[config.mk]
export PLATFORM = sky130hd
export DESIGN_NAME = spdif_feed_ctrl
export DESIGN_NICKNAME = d
export VERILOG_FILES = /design/src/rtl/spdif_pkg.sv /design/src/rtl/spdif_sample_fifo.sv /design/src/rtl/spdif_feed_ctrl.sv
export SDC_FILE = /design/constraint.sdc
export NUM_CORES = 1
export LEC_CHECK = 0
export CORE_UTILIZATION = 50
export DETAILED_ROUTE_END_ITERATION = 7
export PLACE_DENSITY = 0.79
export SYNTH_ARGS = -nofsm -noshare
export SYNTH_HDL_FRONTEND = slang
export SYNTH_HIERARCHICAL = 1
export SYNTH_SLANG_ARGS = --single-unit
[constraint.sdc]
create_clock -name clk -period 5.5 [get_ports clk]
set_input_delay 1.1 -clock clk [delete_from_list [all_inputs] [get_ports clk]]
set_output_delay 1.1 -clock clk [all_outputs]
set_load 0.05 [all_outputs]
[src/rtl/spdif_pkg.sv]
// Shared types and constants for the S/PDIF sample feed path.
package spdif_pkg;

  localparam int unsigned SAMPLE_W         = 24;
  localparam int unsigned FRAMES_PER_BLOCK = 192;
  localparam int unsigned FRAME_IDX_W      = 8;

  typedef logic [SAMPLE_W-1:0] sample_t;

  typedef struct packed {
    sample_t left;
    sample_t right;
  } stereo_t;

  typedef enum logic [1:0] {
    IDLE,
    PRIME,
    RUN
  } feed_state_e;

endpackage

[src/rtl/spdif_sample_fifo.sv]
// Synchronous stereo-pair FIFO with registered read data; flush clears contents and output.
module spdif_sample_fifo
  import spdif_pkg::*;
#(
  parameter int unsigned DEPTH = 8,
  localparam int unsigned AW = $clog2(DEPTH),
  localparam int unsigned CW = AW + 1
) (
  input  logic          clk,
  input  logic          reset,
  input  logic          push,
  input  stereo_t       push_data,
  input  logic          pop,
  input  logic          flush,
  input  logic          rd_clr,
  output stereo_t       rd_data,
  output logic          full,
  output logic          empty,
  output logic [CW-1:0] count
);

  stereo_t         mem [DEPTH];
  logic [AW-1:0]   wptr;
  logic [AW-1:0]   rptr;
  logic            do_push;
  logic            do_pop;
  logic [CW-1:0]   count_next;

  always_comb begin
    do_push    = push & ~full;
    do_pop     = pop & ~empty;
    count_next = flush ? '0 : CW'(count + CW'(do_push) - CW'(do_pop));
  end

  always_ff @(posedge clk) begin
    if (do_push && !flush) begin
      mem[wptr] <= push_data;
    end
  end

  // Pointers wrap naturally since DEPTH is a power of two.
  always_ff @(posedge clk) begin
    if (reset) begin
      wptr    <= '0;
      rptr    <= '0;
      count   <= '0;
      full    <= 1'b0;
      empty   <= 1'b1;
      rd_data <= '0;
    end else begin
      count <= count_next;
      full  <= (count_next == CW'(DEPTH));
      empty <= (count_next == '0);
      if (flush) begin
        wptr    <= '0;
        rptr    <= '0;
        rd_data <= '0;
      end else begin
        if (do_push) begin
          wptr <= AW'(wptr + AW'(1));
        end
        if (do_pop) begin
          rd_data <= mem[rptr];
          rptr    <= AW'(rptr + AW'(1));
        end else if (rd_clr) begin
          rd_data <= '0;
        end
      end
    end
  end

endmodule

[src/rtl/spdif_feed_ctrl.sv]
// Feeds buffered stereo pairs to the S/PDIF transmitter, one pair per data request.
// Define SPDIF_FEED_HOLD_LAST_EN to repeat the last pair on underrun instead of muting.
module spdif_feed_ctrl
  import spdif_pkg::*;
#(
  parameter int unsigned DEPTH          = 8,
  parameter int unsigned PRIME_LEVEL    = 4,
  parameter int unsigned UNDERRUN_LIMIT = 4,
  parameter int unsigned CNT_W          = 16,
  localparam int unsigned FILL_W        = $clog2(DEPTH) + 1
) (
  input  logic                   clk,
  input  logic                   reset,
  input  logic                   enable,
  input  logic                   in_valid,
  output logic                   in_ready,
  input  logic [SAMPLE_W-1:0]    in_left,
  input  logic [SAMPLE_W-1:0]    in_right,
  input  logic                   datareq,
  output logic [SAMPLE_W-1:0]    ldata,
  output logic [SAMPLE_W-1:0]    rdata,
  output logic [FRAME_IDX_W-1:0] frame_idx,
  output logic                   block_start,
  output logic                   underrun,
  output logic [CNT_W-1:0]       underrun_count,
  output logic [FILL_W-1:0]      fill,
  output logic                   running
);

  localparam int unsigned CONSEC_W = $clog2(UNDERRUN_LIMIT + 1);
  localparam logic [FRAME_IDX_W-1:0] LAST_FRAME = FRAME_IDX_W'(FRAMES_PER_BLOCK - 1);
`ifdef SPDIF_FEED_HOLD_LAST_EN
  localparam bit HOLD_LAST = 1'b1;
`else
  localparam bit HOLD_LAST = 1'b0;
`endif

  feed_state_e         state;
  feed_state_e         state_next;
  logic                datareq_d;
  logic [CONSEC_W-1:0] consec;
  logic [CONSEC_W-1:0] consec_next;
  logic                req_c;
  logic                push_c;
  logic                pop_c;
  logic                flush_c;
  logic                rd_clr_c;
  logic                advance_c;
  logic                underrun_c;
  logic [FILL_W-1:0]   fill_next;
  logic                fifo_full;
  logic                fifo_empty;
  stereo_t             rd_data;

  assign req_c   = datareq & ~datareq_d;
  assign push_c  = in_valid & in_ready & ~fifo_full;
  assign ldata   = rd_data.left;
  assign rdata   = rd_data.right;
  assign running = (state == RUN);

  spdif_sample_fifo #(
    .DEPTH(DEPTH)
  ) u_fifo (
    .clk      (clk),
    .reset    (reset),
    .push     (push_c),
    .push_data({in_left, in_right}),
    .pop      (pop_c),
    .flush    (flush_c),
    .rd_clr   (rd_clr_c),
    .rd_data  (rd_data),
    .full     (fifo_full),
    .empty    (fifo_empty),
    .count    (fill)
  );

  always_comb begin
    state_next  = state;
    consec_next = consec;
    pop_c       = 1'b0;
    flush_c     = 1'b0;
    rd_clr_c    = 1'b0;
    advance_c   = 1'b0;
    underrun_c  = 1'b0;
    if (!enable) begin
      state_next = IDLE;
      flush_c    = 1'b1;
    end else begin
      unique case (state)
        IDLE: begin
          flush_c    = 1'b1;
          state_next = PRIME;
        end
        PRIME: begin
          rd_clr_c  = req_c;
          advance_c = req_c;
          if (fill >= FILL_W'(PRIME_LEVEL)) begin
            state_next  = RUN;
            consec_next = '0;
          end
        end
        RUN: begin
          if (req_c) begin
            advance_c = 1'b1;
            if (!fifo_empty) begin
              pop_c       = 1'b1;
              consec_next = '0;
            end else begin
              underrun_c  = 1'b1;
              rd_clr_c    = ~HOLD_LAST;
              consec_next = CONSEC_W'(consec + CONSEC_W'(1));
              if (consec_next >= CONSEC_W'(UNDERRUN_LIMIT)) begin
                state_next = PRIME;
              end
            end
          end
        end
        default: state_next = IDLE;
      endcase
    end
    // Occupancy after this edge, so in_ready never lags a fill change.
    fill_next = flush_c ? '0 : FILL_W'(fill + FILL_W'(push_c) - FILL_W'(pop_c));
  end

  always_ff @(posedge clk) begin
    if (reset) begin
      state          <= IDLE;
      datareq_d      <= 1'b0;
      consec         <= '0;
      in_ready       <= 1'b0;
      frame_idx      <= LAST_FRAME;
      block_start    <= 1'b0;
      underrun       <= 1'b0;
      underrun_count <= '0;
    end else begin
      state       <= state_next;
      datareq_d   <= datareq;
      consec      <= consec_next;
      in_ready    <= (state_next != IDLE) && (fill_next != FILL_W'(DEPTH));
      underrun    <= underrun_c;
      block_start <= advance_c && (frame_idx == LAST_FRAME);
      if (state_next == IDLE) begin
        frame_idx <= LAST_FRAME;
      end else if (advance_c) begin
        frame_idx <= (frame_idx == LAST_FRAME) ? '0 : FRAME_IDX_W'(frame_idx + FRAME_IDX_W'(1));
      end
      if (underrun_c && (underrun_count != '1)) begin
        underrun_count <= CNT_W'(underrun_count + CNT_W'(1));
      end
    end
  end

endmodule

==> flow_metrics.py <==
metrics = {
    "flow_run": {
        "cap_viol_max_count": 0,
    },
    "cts": {
        "cts_tree": "done",
        "cts_resized": 0,
        "cts_sinks": 480,
        "h-tree-depth": 2,
        "cts_buffers": 48,
        "postCtsHoldBufs": 0,
        "clk_latency_ps": 570,
        "cts-root-buf": "clkbuf_16",
        "clock_path_buffers": 3,
        "post-cts-setup-buffers": 0,
        "clkTransAtPathRegs_ps": 60,
    },
    "timing": {
        "worst_pin_slew_ps": 1060,
        "hold_ws_ps": 441,
        "tns_ps": 0,
        "rsz0062_at_grt": "false",
        "finalMaxSlewViolations": 0,
        "slew-limit-headroom_pct": 28.8,
        "fmax_ghz": 0.279,
        "period_share_pct": 65.1,
        "hold_violations": 0,
        "timing.final.crit_period_ps": 3580,
        "skew_ps": 21.7,
        "setup_viol": 0,
    },
    "setup_path": {
        "arrival_ps": 4050,
        "critical_path_class": "input pin to flip-flop",
        "cpLargestDelayFamily": "simple AND/OR/NAND/NOR gates",
        "rrSetupSlack_ps": 2230,
        "crit_required_ps": 5970,
        "end_kind": "flip-flop",
        "crit_buf_inv": 1,
        "cp_cell_sequence": "clkdlybuf4s50_1 -> nand2_2 -> nor3_1 -> nor2b_1 -> xnor2_1 -> ha_1 -> fa_1 -> xor2_1 -> nor3_1 -> nor3b_1",
        "crit_path_top_delay_cell": "nor2b_1",
        "cpMostUsedCell": "nor3_1",
        "cp-start-kind": "input pin",
        "max_stage_delay_ps": 630,
        "cp_max_fo": 7,
    },
    "floorplan": {
        "die_h_microns": 196,
        "dieArea_sq_um": 38200,
        "rows": 70,
        "core_area_sq_um": 36700,
        "start_util_pct": 51.0,
        "die_x_microns": 196,
        "ios": 133,
    },
    "min_path": {
        "hold_path_class": "flip-flop to flip-flop",
    },
    "global_route": {
        "grt_usage_pct": 20.0,
        "antenna_found_initial": 1,
        "grt_max_degree": 122,
        "grt_pass1_vias": 10700,
        "grt_overflow": 0,
        "grt_pass1_wl_microns": 59500,
    },
    "route": {
        "wl_microns": 37700,
        "drc": 0,
        "first_pass_iters": 5,
        "ant_nets": 0,
        "avgViaCountPerCell": 5.66,
        "vias": 10500,
        "dr.first_iter.drc_count": 755,
        "wl_per_cell_microns": 20.3,
    },
    "layout": {
        "final_util_pct": 60.4,
        "drive_gt1_share_pct": 9.60,
        "seqCellArea_sq_um": 13500,
        "nFillCells": 2645,
        "multi_input_area_sq_um": 4860,
        "area_delta_synth_final_pct": 18.2,
        "design_area_sq_um": 22200,
        "final_nets": 1417,
        "final_cell_mix": "edfxtp_1, mux2i_1, clkdlybuf4s50_1",
        "layout_commonest_cell": "edfxtp_1",
    },
    "yosys": {
        "async_flop_share_pct": 0,
        "ys_seq_area_share_pct": 71.8,
        "ys_types": 60,
        "syn_nets": 1273,
        "yosysWarnings": 6,
        "synth_edf_count": 384,
        "synth_top_flop_cell": "edfxtp_1",
        "ys_ff_latch": 480,
        "avgSynthCellArea_sq_um": 15.6,
        "synth_area_sq_um": 18700,
        "synthCells": 1201,
    },
    "placement": {
        "gp_congestion": 0.768,
        "place_area_sq_um": 20400,
        "portBuffers": 132,
        "dp_hpwl_microns": 22100,
    },
    "power_and_ir_drop": {
        "ir_drop_mv": 0.234,
        "p_leak_nw": 7.08,
        "p_per_area_nw_per_um2": 338,
    },
    "outcome": {
        "outcome": "complete, no violations",
    },
}
[synthesized netlist by cell type (8+ instances only)]
library cell / n / area, sq um
nor3_1: 9 / 45.0
xor2_1: 20 / 175
o21ai_1: 52 / 260
inv_1: 12 / 45.0
ha_1: 17 / 213
buf_12: 10 / 200
a21oi_1: 10 / 50.1
mux2i_1: 195 / 1950
nand4_1: 8 / 50.1
buf_4: 10 / 75.1
buf_2: 17 / 85.1
nor2_1: 43 / 161
a22oi_1: 96 / 721
clkbuf_1: 15 / 56.3
nand2_1: 114 / 428
dfxtp_1: 96 / 1920
edfxtp_1: 384 / 11500
[flip-flops by register name (all words and copies together), names as in the netlist, named ones only]
signal and count:
u_fifo/mem 384, u_fifo/rd_data 48, underrun_count 16, frame_idx 8
u_fifo/count 4, consec 3, u_fifo/rptr 3, u_fifo/wptr 3
state 2, block_start 1, datareq_d 1, in_ready 1
u_fifo/empty 1, u_fifo/full 1, underrun 1
[tightest hold or removal path: stages (launching register included)]
cell and delay, ps:
dfxtp_1 310, nand2_1 50, o21ai_1 50
[cell families (layout without fill, tap and decap cells)]
family          after synthesis  in the layout  share of synthesized area (%)
flops                       480            480                           71.8
simple gates                230            230                           5.90
mux                         195            195                           10.4
compound gates              180            180                           6.50
buf+inv                      70            254                           2.75
xor+xnor                     27             27                           1.26
fa+ha+maj                    19             19                           1.35
other cells                   0              1                              0
[cell type report]
type | instances | share of cell area, %
Clock inverter | 34 | 2.01
Antenna cell | 1 | 0.0113
Clock buffer | 56 | 5.69
Timing Repair Buffer | 152 | 6.76
Sequential cell | 480 | 60.8
Inverter | 12 | 0.203
Tap cell | 468 | 2.64
Multi-Input combinational cell | 651 | 21.9
[report_power, final]
| part | total (W) | internal [W] | leakage, nW | switching, W |
|---|---|---|---|---|
| clock network | 0.00344 | 0.00208 | 0.836 | 0.00136 |
| registers | 0.00392 | 0.00392 | 4.23 | 0.00000229 |
| logic | 0.000115 | 0.0000447 | 2.02 | 0.0000707 |
| total | 0.00748 | 0.00604 | 7.08 | 0.00143 |
[final timing paths]
kind,start,endpoint,cells after the start
setup / recovery,enable,u_fifo/full,10
hold / removal,u_fifo/rd_data[31],u_fifo/rd_data[31],2
setup reg to reg,state[0],u_fifo/full,11
hold reg to reg,u_fifo/rd_data[31],u_fifo/rd_data[31],2
[metal layers]
layer,routed length [microns],up-vias,part of all wire (%),global-route usage [%]
met5,0,-,0,0
met4,846,0,2.2,6.24
met3,2400,67,6.4,4.06
met2,18300,324,49,33.5
met1,16200,5235,43,26.3
li1,-,4862,-,-
[stage by stage]
step	std cells	total power, W	setup slack (ps)
2_1_floorplan	1201	0.00403	908
3_3_place_gp	1763	0.00411	1420
3_5_place_dp	1763	0.00411	1330
4_1_cts	1853	0.00754	1920
5_1_grt	1853	0.00768	1600
6_report	1854	0.00748	1920
Note: power is estimated with default switching activity, not from simulation.
